## config.mk

```make
export PLATFORM = sky130hd
export DESIGN_NAME = interrupter_sequencer
export DESIGN_NICKNAME = d
export VERILOG_FILES = /design/src/rtl/interrupter_sequencer.sv
export SDC_FILE = /design/constraint.sdc
export NUM_CORES = 1
export LEC_CHECK = 0
export BUFFER_PORTS_ARGS = -buffer_cell sky130_fd_sc_hd__clkbuf_2
export CAP_MARGIN = 10
export CORE_MARGIN = 8
export CORE_UTILIZATION = 45
export CTS_BUF_LIST = sky130_fd_sc_hd__clkbuf_8
export DETAILED_ROUTE_END_ITERATION = 8
export SETUP_SLACK_MARGIN = 0.15
export SYNTH_ARGS = -nofsm -noshare
export SYNTH_HDL_FRONTEND = slang
export SYNTH_SLANG_ARGS = --single-unit
```

## constraint.sdc

```tcl
create_clock -name clock_in -period 5.41 [get_ports clock_in]
set_input_delay 1.082 -clock clock_in [delete_from_list [all_inputs] [get_ports clock_in]]
set_output_delay 1.082 -clock clock_in [all_outputs]
set_load 0.02 [all_outputs]
```

## src/rtl/interrupter_sequencer.sv

```systemverilog
// ---------------------------------------------------------------------------
// interrupter_sequencer
//
// Burst/interrupter controller for the coil drive. A runtime-programmable
// divider produces a slow tick; the FSM sequences alternating ON and OFF
// windows, each a whole number of ticks. New configuration is taken through
// a valid/ready handshake into a shadow copy and becomes active only when an
// ON window is entered, so a burst never sees a half-applied setting.
//
// Ports:
//   clock_in      in   1            rising-edge clock
//   reset         in   1            asynchronous active-low reset
//   enable        in   1            run request (level)
//   cfg_valid     in   1            configuration offer
//   cfg_ready     out  1            configuration accept (0 in reset, else 1)
//   cfg_divide    in   COUNT_WIDTH  tick period minus 1, in clocks
//   cfg_on_ticks  in   TICK_WIDTH   ON window length in ticks (0 = no bursts)
//   cfg_off_ticks in   TICK_WIDTH   OFF window length in ticks
//   tick_en       out  1            one-clock pulse per tick while running
//   gate          out  1            high during the ON window
//   burst_start   out  1            pulse on the first ON cycle
//   busy          out  1            FSM not idle
// ---------------------------------------------------------------------------
module interrupter_sequencer #(
    parameter int COUNT_WIDTH   = 32,
    parameter int TICK_WIDTH    = 16,
    parameter int MIN_OFF_TICKS = 4
) (
    input  logic                   clock_in,
    input  logic                   reset,
    input  logic                   enable,
    input  logic                   cfg_valid,
    output logic                   cfg_ready,
    input  logic [COUNT_WIDTH-1:0] cfg_divide,
    input  logic [TICK_WIDTH-1:0]  cfg_on_ticks,
    input  logic [TICK_WIDTH-1:0]  cfg_off_ticks,
    output logic                   tick_en,
    output logic                   gate,
    output logic                   burst_start,
    output logic                   busy
);

    localparam logic [TICK_WIDTH-1:0] LP_MIN_OFF = TICK_WIDTH'(MIN_OFF_TICKS);

    typedef enum logic [1:0] {
        ST_IDLE = 2'd0,
        ST_ON   = 2'd1,
        ST_OFF  = 2'd2
    } state_t;

    // OFF length is clamped at use so a short programmed value cannot
    // starve the bridge of its recovery time.
    function automatic logic [TICK_WIDTH-1:0] f_off_eff(input logic [TICK_WIDTH-1:0] off);
        if (off < LP_MIN_OFF) begin
            return LP_MIN_OFF;
        end else begin
            return off;
        end
    endfunction

    state_t                   r_state;
    logic [COUNT_WIDTH-1:0]   r_div_cnt;
    logic [TICK_WIDTH-1:0]    r_tick_cnt;
    logic [COUNT_WIDTH-1:0]   r_act_div;
    logic [TICK_WIDTH-1:0]    r_act_on;
    logic [TICK_WIDTH-1:0]    r_act_off;
    logic [COUNT_WIDTH-1:0]   r_sh_div;
    logic [TICK_WIDTH-1:0]    r_sh_on;
    logic [TICK_WIDTH-1:0]    r_sh_off;
    logic                     r_pending;
    logic                     r_cfg_ready;
    logic                     r_tick_en;
    logic                     r_gate;
    logic                     r_burst_start;
    logic                     r_busy;

    state_t                   w_state_nxt;
    logic                     w_enter_on;
    logic                     w_enter_off;
    logic                     w_accept;
    logic [COUNT_WIDTH-1:0]   w_nxt_div;
    logic [TICK_WIDTH-1:0]    w_nxt_on;
    logic [TICK_WIDTH-1:0]    w_nxt_off;
    logic [TICK_WIDTH-1:0]    w_win_len;
    logic [TICK_WIDTH:0]      w_tick_sum;
    logic                     w_win_end;
    logic [COUNT_WIDTH-1:0]   w_div_cnt_nxt;
    logic [TICK_WIDTH-1:0]    w_tick_cnt_nxt;
    logic [COUNT_WIDTH-1:0]   w_act_div_nxt;
    logic                     w_tick_en_nxt;

    assign w_accept  = cfg_valid & r_cfg_ready;
    assign w_nxt_div = r_pending ? r_sh_div : r_act_div;
    assign w_nxt_on  = r_pending ? r_sh_on  : r_act_on;
    assign w_nxt_off = r_pending ? r_sh_off : r_act_off;

    // Window length and end-of-window detect. r_tick_en is exactly
    // "running and divider at terminal count" for the current cycle, so it
    // doubles as the internal tick strobe.
    always_comb begin
        w_win_len  = f_off_eff(r_act_off);
        w_tick_sum = {1'b0, r_tick_cnt} + (TICK_WIDTH+1)'(1'b1);
        if (r_state == ST_ON) begin
            w_win_len = r_act_on;
        end else begin
            w_win_len = f_off_eff(r_act_off);
        end
        w_win_end = r_tick_en && (w_tick_sum >= {1'b0, w_win_len});
    end

    // Next-state logic for the burst FSM.
    always_comb begin
        w_state_nxt = r_state;
        w_enter_on  = 1'b0;
        w_enter_off = 1'b0;
        case (r_state)
            ST_IDLE: begin
                if (enable && (w_nxt_on != '0)) begin
                    w_state_nxt = ST_ON;
                    w_enter_on  = 1'b1;
                end else begin
                    w_state_nxt = ST_IDLE;
                end
            end
            ST_ON: begin
                // A dropped enable truncates ON but still runs a full OFF.
                if (w_win_end || !enable) begin
                    w_state_nxt = ST_OFF;
                    w_enter_off = 1'b1;
                end else begin
                    w_state_nxt = ST_ON;
                end
            end
            ST_OFF: begin
                if (w_win_end) begin
                    if (enable && (w_nxt_on != '0)) begin
                        w_state_nxt = ST_ON;
                        w_enter_on  = 1'b1;
                    end else begin
                        w_state_nxt = ST_IDLE;
                    end
                end else begin
                    w_state_nxt = ST_OFF;
                end
            end
            default: begin
                w_state_nxt = ST_IDLE;
            end
        endcase
    end

    // Next divider/tick counter values and the next-cycle tick strobe, so
    // tick_en can be driven from a flop.
    always_comb begin
        w_div_cnt_nxt  = '0;
        w_tick_cnt_nxt = '0;
        w_act_div_nxt  = r_act_div;
        if (w_enter_on) begin
            w_act_div_nxt = w_nxt_div;
        end else begin
            w_act_div_nxt = r_act_div;
        end
        if ((w_state_nxt == ST_IDLE) || w_enter_on || w_enter_off) begin
            w_div_cnt_nxt  = '0;
            w_tick_cnt_nxt = '0;
        end else if (r_tick_en) begin
            w_div_cnt_nxt  = '0;
            w_tick_cnt_nxt = w_tick_sum[TICK_WIDTH-1:0];
        end else begin
            w_div_cnt_nxt  = r_div_cnt + COUNT_WIDTH'(1'b1);
            w_tick_cnt_nxt = r_tick_cnt;
        end
        w_tick_en_nxt = (w_state_nxt != ST_IDLE) && (w_div_cnt_nxt >= w_act_div_nxt);
    end

    // FSM state, counters and registered outputs.
    always_ff @(posedge clock_in or negedge reset) begin
        if (!reset) begin
            r_state       <= ST_IDLE;
            r_div_cnt     <= '0;
            r_tick_cnt    <= '0;
            r_tick_en     <= 1'b0;
            r_gate        <= 1'b0;
            r_burst_start <= 1'b0;
            r_busy        <= 1'b0;
            r_cfg_ready   <= 1'b0;
        end else begin
            r_state       <= w_state_nxt;
            r_div_cnt     <= w_div_cnt_nxt;
            r_tick_cnt    <= w_tick_cnt_nxt;
            r_tick_en     <= w_tick_en_nxt;
            r_gate        <= (w_state_nxt == ST_ON);
            r_burst_start <= w_enter_on;
            r_busy        <= (w_state_nxt != ST_IDLE);
            r_cfg_ready   <= 1'b1;
        end
    end

    // Shadow/active configuration. An accept coinciding with an ON entry
    // lands in the shadow and stays pending for the following entry.
    always_ff @(posedge clock_in or negedge reset) begin
        if (!reset) begin
            r_act_div <= '0;
            r_act_on  <= '0;
            r_act_off <= LP_MIN_OFF;
            r_sh_div  <= '0;
            r_sh_on   <= '0;
            r_sh_off  <= '0;
            r_pending <= 1'b0;
        end else begin
            if (w_enter_on) begin
                r_act_div <= w_nxt_div;
                r_act_on  <= w_nxt_on;
                r_act_off <= w_nxt_off;
            end
            if (w_accept) begin
                r_sh_div  <= cfg_divide;
                r_sh_on   <= cfg_on_ticks;
                r_sh_off  <= cfg_off_ticks;
                r_pending <= 1'b1;
            end else if (w_enter_on) begin
                r_pending <= 1'b0;
            end
        end
    end

    assign cfg_ready   = r_cfg_ready;
    assign tick_en     = r_tick_en;
    assign gate        = r_gate;
    assign burst_start = r_burst_start;
    assign busy        = r_busy;

endmodule
```

==> results of run 1 <==
==> state kept, by name, summed over array words and instances, names as in the netlist <==
| name | flops |
|---|---|
| r_act_off | 16 |
| cfg_ready | 1 |
| r_sh_on | 16 |
| r_sh_off | 16 |
| gate | 1 |
| tick_en | 1 |
| r_sh_div | 32 |
| r_state | 2 |
| r_pending | 1 |
| burst_start | 1 |
| busy | 1 |
| r_div_cnt | 32 |
| r_act_on | 16 |
| r_tick_cnt | 16 |
| r_act_div | 32 |
==> logic make-up (layout without fill, tap and decap cells) <==
logic type	after synthesis	in the layout
buf+inv	44	123
fa+ha+maj	50	50
mux	173	173
xor+xnor	58	58
compound gates	54	54
simple gates	191	191
flops	184	184
other cells	1	2
==> cell type report <==
cell class	count	area (sq um)	share of cell area (%)
clock inverter	14	135	1.31
timing repair buffer	79	444	4.32
multi-input combinational	527	4460	43.4
sequential	184	4610	44.8
tap	270	338	3.29
clock buffer	18	248	2.41
inverter	12	45.0	0.438
antenna	1	2.50	0.0243
==> cell usage after synthesis (all sizes together) <==
library cell	instances	area share (%)
xor2	40	3.8
or3	2	0.13
and2	3	0.23
a211oi	3	0.24
a41oi	2	0.19
a21boi	1	0.081
dfrtp	183	49
nor2	66	2.7
xnor2	18	1.7
o41ai	1	0.18
a21oi	13	0.82
mux2i	45	4.8
a31oi	1	0.067
a221oi	2	0.19
a22oi	2	0.16
o211ai	2	0.16
a21o	9	0.73
nand2	37	1.5
a211o	1	0.094
o22ai	5	0.34
nand2b	5	0.34
conb	1	0.040
or4b	1	0.11
or4	9	0.73
a2111oi	2	0.19
a22o	2	0.19
and3	5	0.34
ha	50	6.7
and4	3	0.28
nand3	23	1.2
dfstp	1	0.28
buf	16	1.5
inv	12	0.48
mux2	128	16
a41o	2	0.22
nand4	21	1.4
nor3	7	0.55
or2	3	0.20
nor4	5	0.40
clkbuf	16	0.66
nor2b	1	0.067
o21ai	6	0.32
==> power groups by stage <==
stage	clock network [mW]	logic (mW)	registers, mW
4_1_cts	0.924	1.34	1.99
2_1_floorplan	0	1.07	1.91
6_report	0.887	1.32	1.99
5_1_grt	0.984	1.46	2.03
3_5_place_dp	0	1.33	2.02
3_3_place_gp	0	1.29	2.00
==> stage by stage <==
step | total power, mW | std cells | area [sq um] | util, %
2_1_floorplan | 2.98 | 755 | 9290 | -
3_3_place_gp | 3.29 | 1072 | 9870 | 48.8
3_5_place_dp | 3.35 | 1072 | 9870 | 48.8
4_1_cts | 4.25 | 1104 | 10300 | 50.7
5_1_grt | 4.48 | 1105 | 10300 | 50.8
6_report | 4.19 | 1105 | 10300 | 50.8
==> worst reg2reg max path, stage by stage, from the launching register on <==
cell	delay, ps
dfrtp_1	450
ha_1	250
nand4_1	180
nor3_1	230
buf_4	160
nand3_1	100
xnor2_1	150
ha_1	320
a21o_1	190
a21o_1	180
o41ai_2	490
and2_4	250
a21oi_4	80
buf_12	210
mux2i_1	170
ha_1	300
a21oi_1	140
o21ai_0	130
a221oi_2	390
nand2_1	100
o211ai_1	200
a22oi_1	90
==> worst paths after layout <==
path / start / to
worst max-delay path: r_tick_cnt[0] / tick_en
worst min-delay path: r_act_div[0] / r_act_div[0]
worst max register to register: r_tick_cnt[0] / tick_en
worst min register to register: r_act_div[0] / r_act_div[0]
max in group asynchronous: reset / r_act_off[7]
min in group asynchronous: reset / r_act_div[20]
==> cell usage in the layout (no fill, tap or decap), drive strengths merged, types with 6 or more instances in the layout <==
master and n:
dfrtp 183, mux2 128, clkbuf 89, nor2 66, ha 50, mux2i 45
xor2 40, nand2 37, nand3 23, nand4 21, inv 19, xnor2 18
a21oi 13, a21o 9, or4 9, buf 8, nor3 7, o21ai 6
==> routing by layer <==
layer / vias to the layer above / routed length (um)
met3: 26 / 535
met1: 2928 / 8080
met5: - / 0
li1: 2824 / -
met4: 0 / 448
met2: 102 / 9890
==> what timing repair did <==
item / 4_1_cts / 5_1_grt
setup endpoints to repair: 0 / 1
hold endpoints to repair: 0 / 0
gates resized for setup: 0 / 3
==> run metrics, run 1 <==
Area Overhead vs Synth=10.7%; Mapped Cells=755; Horiz. Die Dim=160 um; CTS Buffer Depth=2; wire per inst=17.2 um; Int Pwr=2.77 mW; Routed WL=19.0 mm; Static Leak=4.64 nW; Rows=52; unrepaired setup endpoints after global routing=false; CP peak stage delay=490 ps; CP Capture Type=flop; die area=25,500 sq um; # H-tree levels=4; share of cells above drive strength 1=30.3%; Slew Viols, Final=0; Max VDD drop=222 uV; Data required, critical path=5740 ps; Reg2Reg Setup Slack=550 ps; final setup margin=549 ps; grt total ovfl=0; FF+latch count, synth=184; mux contribution to synthesized area=21.1%; clock net sink count=184; GRT busiest layer=met2; # setup viols final=0; Post-route DRC=0; Worst Setup Start Kind=flop; Most common cell on crit path=ha_1; largest net degree at the start of global routing=118; Post-Synthesis Cell Area=9290 sq um; worst-path maximum fanout=41; net switching power figure=1.43 mW; Synth Area in XOR/XNOR=5.47%; slew of the pin with the lowest slew margin=1100 ps; outcome=completed; clk_lat worst skew=460 ps; TritonCTS Buffers=17; first-pass GRT wire length=31.7 mm; hold-fix buffers at CTS=0; Synth Area in Compound Gates=4.16%; GR Util met1=17.6%; M2 GR Usage=26.9%; main combinational cell family by area after synthesis=multiplexers; Max Cap Viol=0; Final Cycle Share=89.9%; crit path time final=4860 ps; Top delay family on crit path=compound AO/OA/AOI/OAI gates; area share of and/or/nand/nor cells after synthesis=10.2%; pre-CTS WS=267 ps; IO Port Bufs=72; Die Height=160 um; Pwr Density=408 nW/um^2; Avg Cell Area, Syn=12.3 sq um; R2R depth=21; CP Cell Sequence=ha_1 -> nand4_1 -> nor3_1 -> buf_4 -> nand3_1 -> xnor2_1 -> ha_1 -> a21o_1 -> a21o_1 -> o41ai_2 -> and2_4 -> a21oi_4 -> buf_12 -> mux2i_1 -> ha_1 -> a21oi_1 -> o21ai_0 -> a221oi_2 -> nand2_1 -> o211ai_1 -> a22oi_1; I/O pin count=73; Rel. slew slack=26.3%; Iter 0 DRT Violations=239; met3 Use GR=3.75%; vias=5,880; initial core utilization=45.9%; sequential element share of the synthesized area=49.6%; hold_ws=509 ps; TNS Setup=0 ps; Comb power frac=31.5%; Switching Share=34.0%; warning count from the yosys run=0; clock power share=21.2%; clk_skew=16.6 ps; drt pass-1 iters=4; Buf+Inv Stages, Crit Path=2; DP HPWL=14.0 mm; post-route ant nets=0; Critical-path top delay cell=o41ai_2; Fill cells=1,796; core area=20,200 sq um; CP Class=reg -> reg; RD Place Congestion=0.853; hold depth=1; antenna violations before repair=1; CTS tree=built; final hold violations=0; setup bufs post-CTS=0; clk slew on worst S/H paths=100 ps; root buffer selected by CTS=clkbuf_8; Total Nets Final=939; WP depth=21; Reg power frac=47.4%; Unique masters post-synth=53; GRT Resource Usage Total=15.3%; Max Freq=206 MHz; vias per cell=5.32; Crit path arrival time=5200 ps; vias in the first global route=6,344; min-delay worst type=reg -> reg; adder-cell area share of the yosys netlist=6.73%; Synth Net Count=873
(Power assumes the default switching activity.)
==> inputs of run 2 (changes only) <==
--- a/config.mk
+++ b/config.mk
@@ -12,4 +12,5 @@
 export CTS_BUF_LIST = sky130_fd_sc_hd__clkbuf_8
 export DETAILED_ROUTE_END_ITERATION = 8
+export GPL_TIMING_DRIVEN = 0
 export SETUP_SLACK_MARGIN = 0.15
 export SYNTH_ARGS = -nofsm -noshare
==> constraint.sdc (replaced) <==
create_clock -name clock_in -period 5.41 [get_ports clock_in]
set_input_delay 1.623 -clock clock_in [delete_from_list [all_inputs] [get_ports clock_in]]
set_output_delay 1.623 -clock clock_in [all_outputs]
set_load 0.02 [all_outputs]
==> run 2 against run 1 <==
- worst setup slack worse by 300 ps
- clock-buffer cell count is 1 lower
- hold slack better by 0.60 ps
- sequential cell count stayed put
- final area is 1.9% higher
- critical path type unchanged
- cell count is 2.5% higher
- total power is 1.8% higher
==> run metrics, run 2 (synthesis results as in run 1) <==
outcome=completed; crit path time final=5160 ps; Static Leak=4.76 nW; drt pass-1 iters=4; Iter 0 DRT Violations=233; Routed WL=20.2 mm; Total Nets Final=968; CTS tree=built; unrepaired setup endpoints after global routing=false; Crit path arrival time=5540 ps; Slew Viols, Final=0; RD Place Congestion=0.882; Horiz. Die Dim=160 um; hold_ws=510 ps; GRT Resource Usage Total=16.3%; Switching Share=34.6%; Post-Place Cell Area=10,000 sq um; HP Start=r_sh_off[8]; hold-fix buffers at CTS=0; Comb power frac=33.7%; vias=6,010; # setup viols final=0; Pwr Density=407 nW/um^2; most frequent cells in the layout=dfrtp_1, mux2_2, clkbuf_2; Max VDD drop=186 uV; most common cell after layout, fill and taps aside=dfrtp_1; Rows=52; Int Pwr=2.79 mW; Worst Setup Start Kind=flop; clk_skew=15.8 ps; final instance area=10,500 sq um; Die Height=160 um; top flop regs=r_act_div (32), r_div_cnt (32), r_sh_div (32); Rel. slew slack=43.8%; Final Cycle Share=95.4%; Reg power frac=46.4%; # H-tree levels=4; net switching power figure=1.48 mW; CTS Buffer Depth=2; CP Class=reg -> reg; CP Capture Type=flop; Data required, critical path=5790 ps; Max Cap Viol=0; grt total ovfl=0; root buffer selected by CTS=clkbuf_8; antenna violations before repair=0; Max Freq=194 MHz; slew of the pin with the lowest slew margin=842 ps; reg2reg start=r_act_off[13]; Area Overhead vs Synth=12.8%; worst-path maximum fanout=10; TritonCTS Buffers=17; Critical Path Source=r_act_off[13]; DP HPWL=15.0 mm; first-pass GRT wire length=33.5 mm; I/O pin count=73; final hold violations=0; vias in the first global route=6,451; Post-route DRC=0; clk_lat worst skew=470 ps; die area=25,500 sq um; share of cells above drive strength 1=31.4%; wire per inst=17.8 um; IO Port Bufs=72; Ant. Diodes=0; clock net sink count=184; vias per cell=5.30; core area=20,200 sq um; initial core utilization=45.9%; clock power share=19.9%; clk slew on worst S/H paths=100 ps; post-route ant nets=0; largest net degree at the start of global routing=94; min-delay worst type=reg -> reg; Finished Layout Cells=1,133; placed cell count=1,098
==> run 2: cell types whose count changed in the layout (fill, tap and decap cells not counted), moves of 2 or more <==
cell | before | now
buf_6 | 1 | 3
clkbuf_1 | 0 | 12
nor3_2 | 1 | 3
buf_2 | 0 | 5
inv_1 | 12 | 15
nor3_1 | 5 | 2
a2111oi_0 | 2 | 0
buf_4 | 5 | 8
inv_8 | 3 | 1
clkbuf_2 | 71 | 74
==> run 2: worst max-delay path, cell delays in order, from the launching register on <==
cell	delay (ps)
dfrtp_1	410
or4_1	540
nor3_2	160
a31oi_1	140
a22o_1	240
ha_1	280
nand2b_1	100
a2111oi_1	70
or3_1	380
a21o_2	280
a21oi_4	240
buf_8	210
buf_12	160
mux2_4	320
ha_1	270
nand2b_1	140
a2111oi_2	80
a211o_1	280
a211oi_1	370
o211ai_1	210
a22oi_1	210
==> run 2: power by group through the flow <==
| stage | registers [mW] | logic (mW) | clock network (mW) |
|---|---|---|---|
| 2_1_floorplan | 1.91 | 1.07 | 0 |
| 3_3_place_gp | 1.99 | 1.38 | 0 |
| 3_5_place_dp | 2.00 | 1.43 | 0 |
| 4_1_cts | 1.98 | 1.44 | 0.882 |
| 5_1_grt | 2.02 | 1.59 | 0.940 |
| 6_report | 1.98 | 1.44 | 0.849 |
==> run 2: per-layer routing <==
layer,up-vias,GRT usage [%],routed length (um)
li1,2880,-,-
met1,3015,19.9,8910
met2,93,28.4,10300
met3,22,3.52,635
met4,0,4.80,337
met5,-,0,0
==> run 2: what timing repair did <==
action,in CTS,in global routing
buffers inserted,0,3
setup endpoints to repair,1,1
resized for setup,5,20
pin swaps,0,5
==> run 2: final cells by class <==
cell class / count / area [sq um]
Multi-Input combinational cell: 527 / 4500
Clock buffer: 17 / 234
Timing Repair Buffer: 76 / 419
Sequential cell: 184 / 4610
Tap cell: 270 / 338
Fill cell: 1777 / 9760
Clock inverter: 15 / 123
Buffer: 32 / 215
Inverter: 12 / 45.0
==> run 2: stage by stage <==
| step | utilization, % | setup TNS [ps] | total power [mW] | worst slack, ps |
|---|---|---|---|---|
| final | 51.8 | 0 | 4.27 | 247 |
| after global routing | 51.8 | 0 | 4.55 | 121 |
| after CTS | 51.4 | 0 | 4.30 | 157 |
| after detailed placement | 49.5 | -159 | 3.43 | -159 |
| after global placement | 49.4 | -103640 | 3.36 | -578 |
| after floorplan | - | 0 | 2.98 | 658 |
==> run 2: path summary, 6_finish.rpt <==
check | to | slack, ps | cells after the start
setup reg to reg | tick_en | 250 | 20
setup / recovery | tick_en | 250 | 20
hold / removal | r_sh_off[8] | 510 | 1
max in group asynchronous | r_act_off[2] | 3280 | 2
hold reg to reg | r_sh_off[8] | 510 | 1
min in group asynchronous | r_sh_div[20] | 1220 | 1
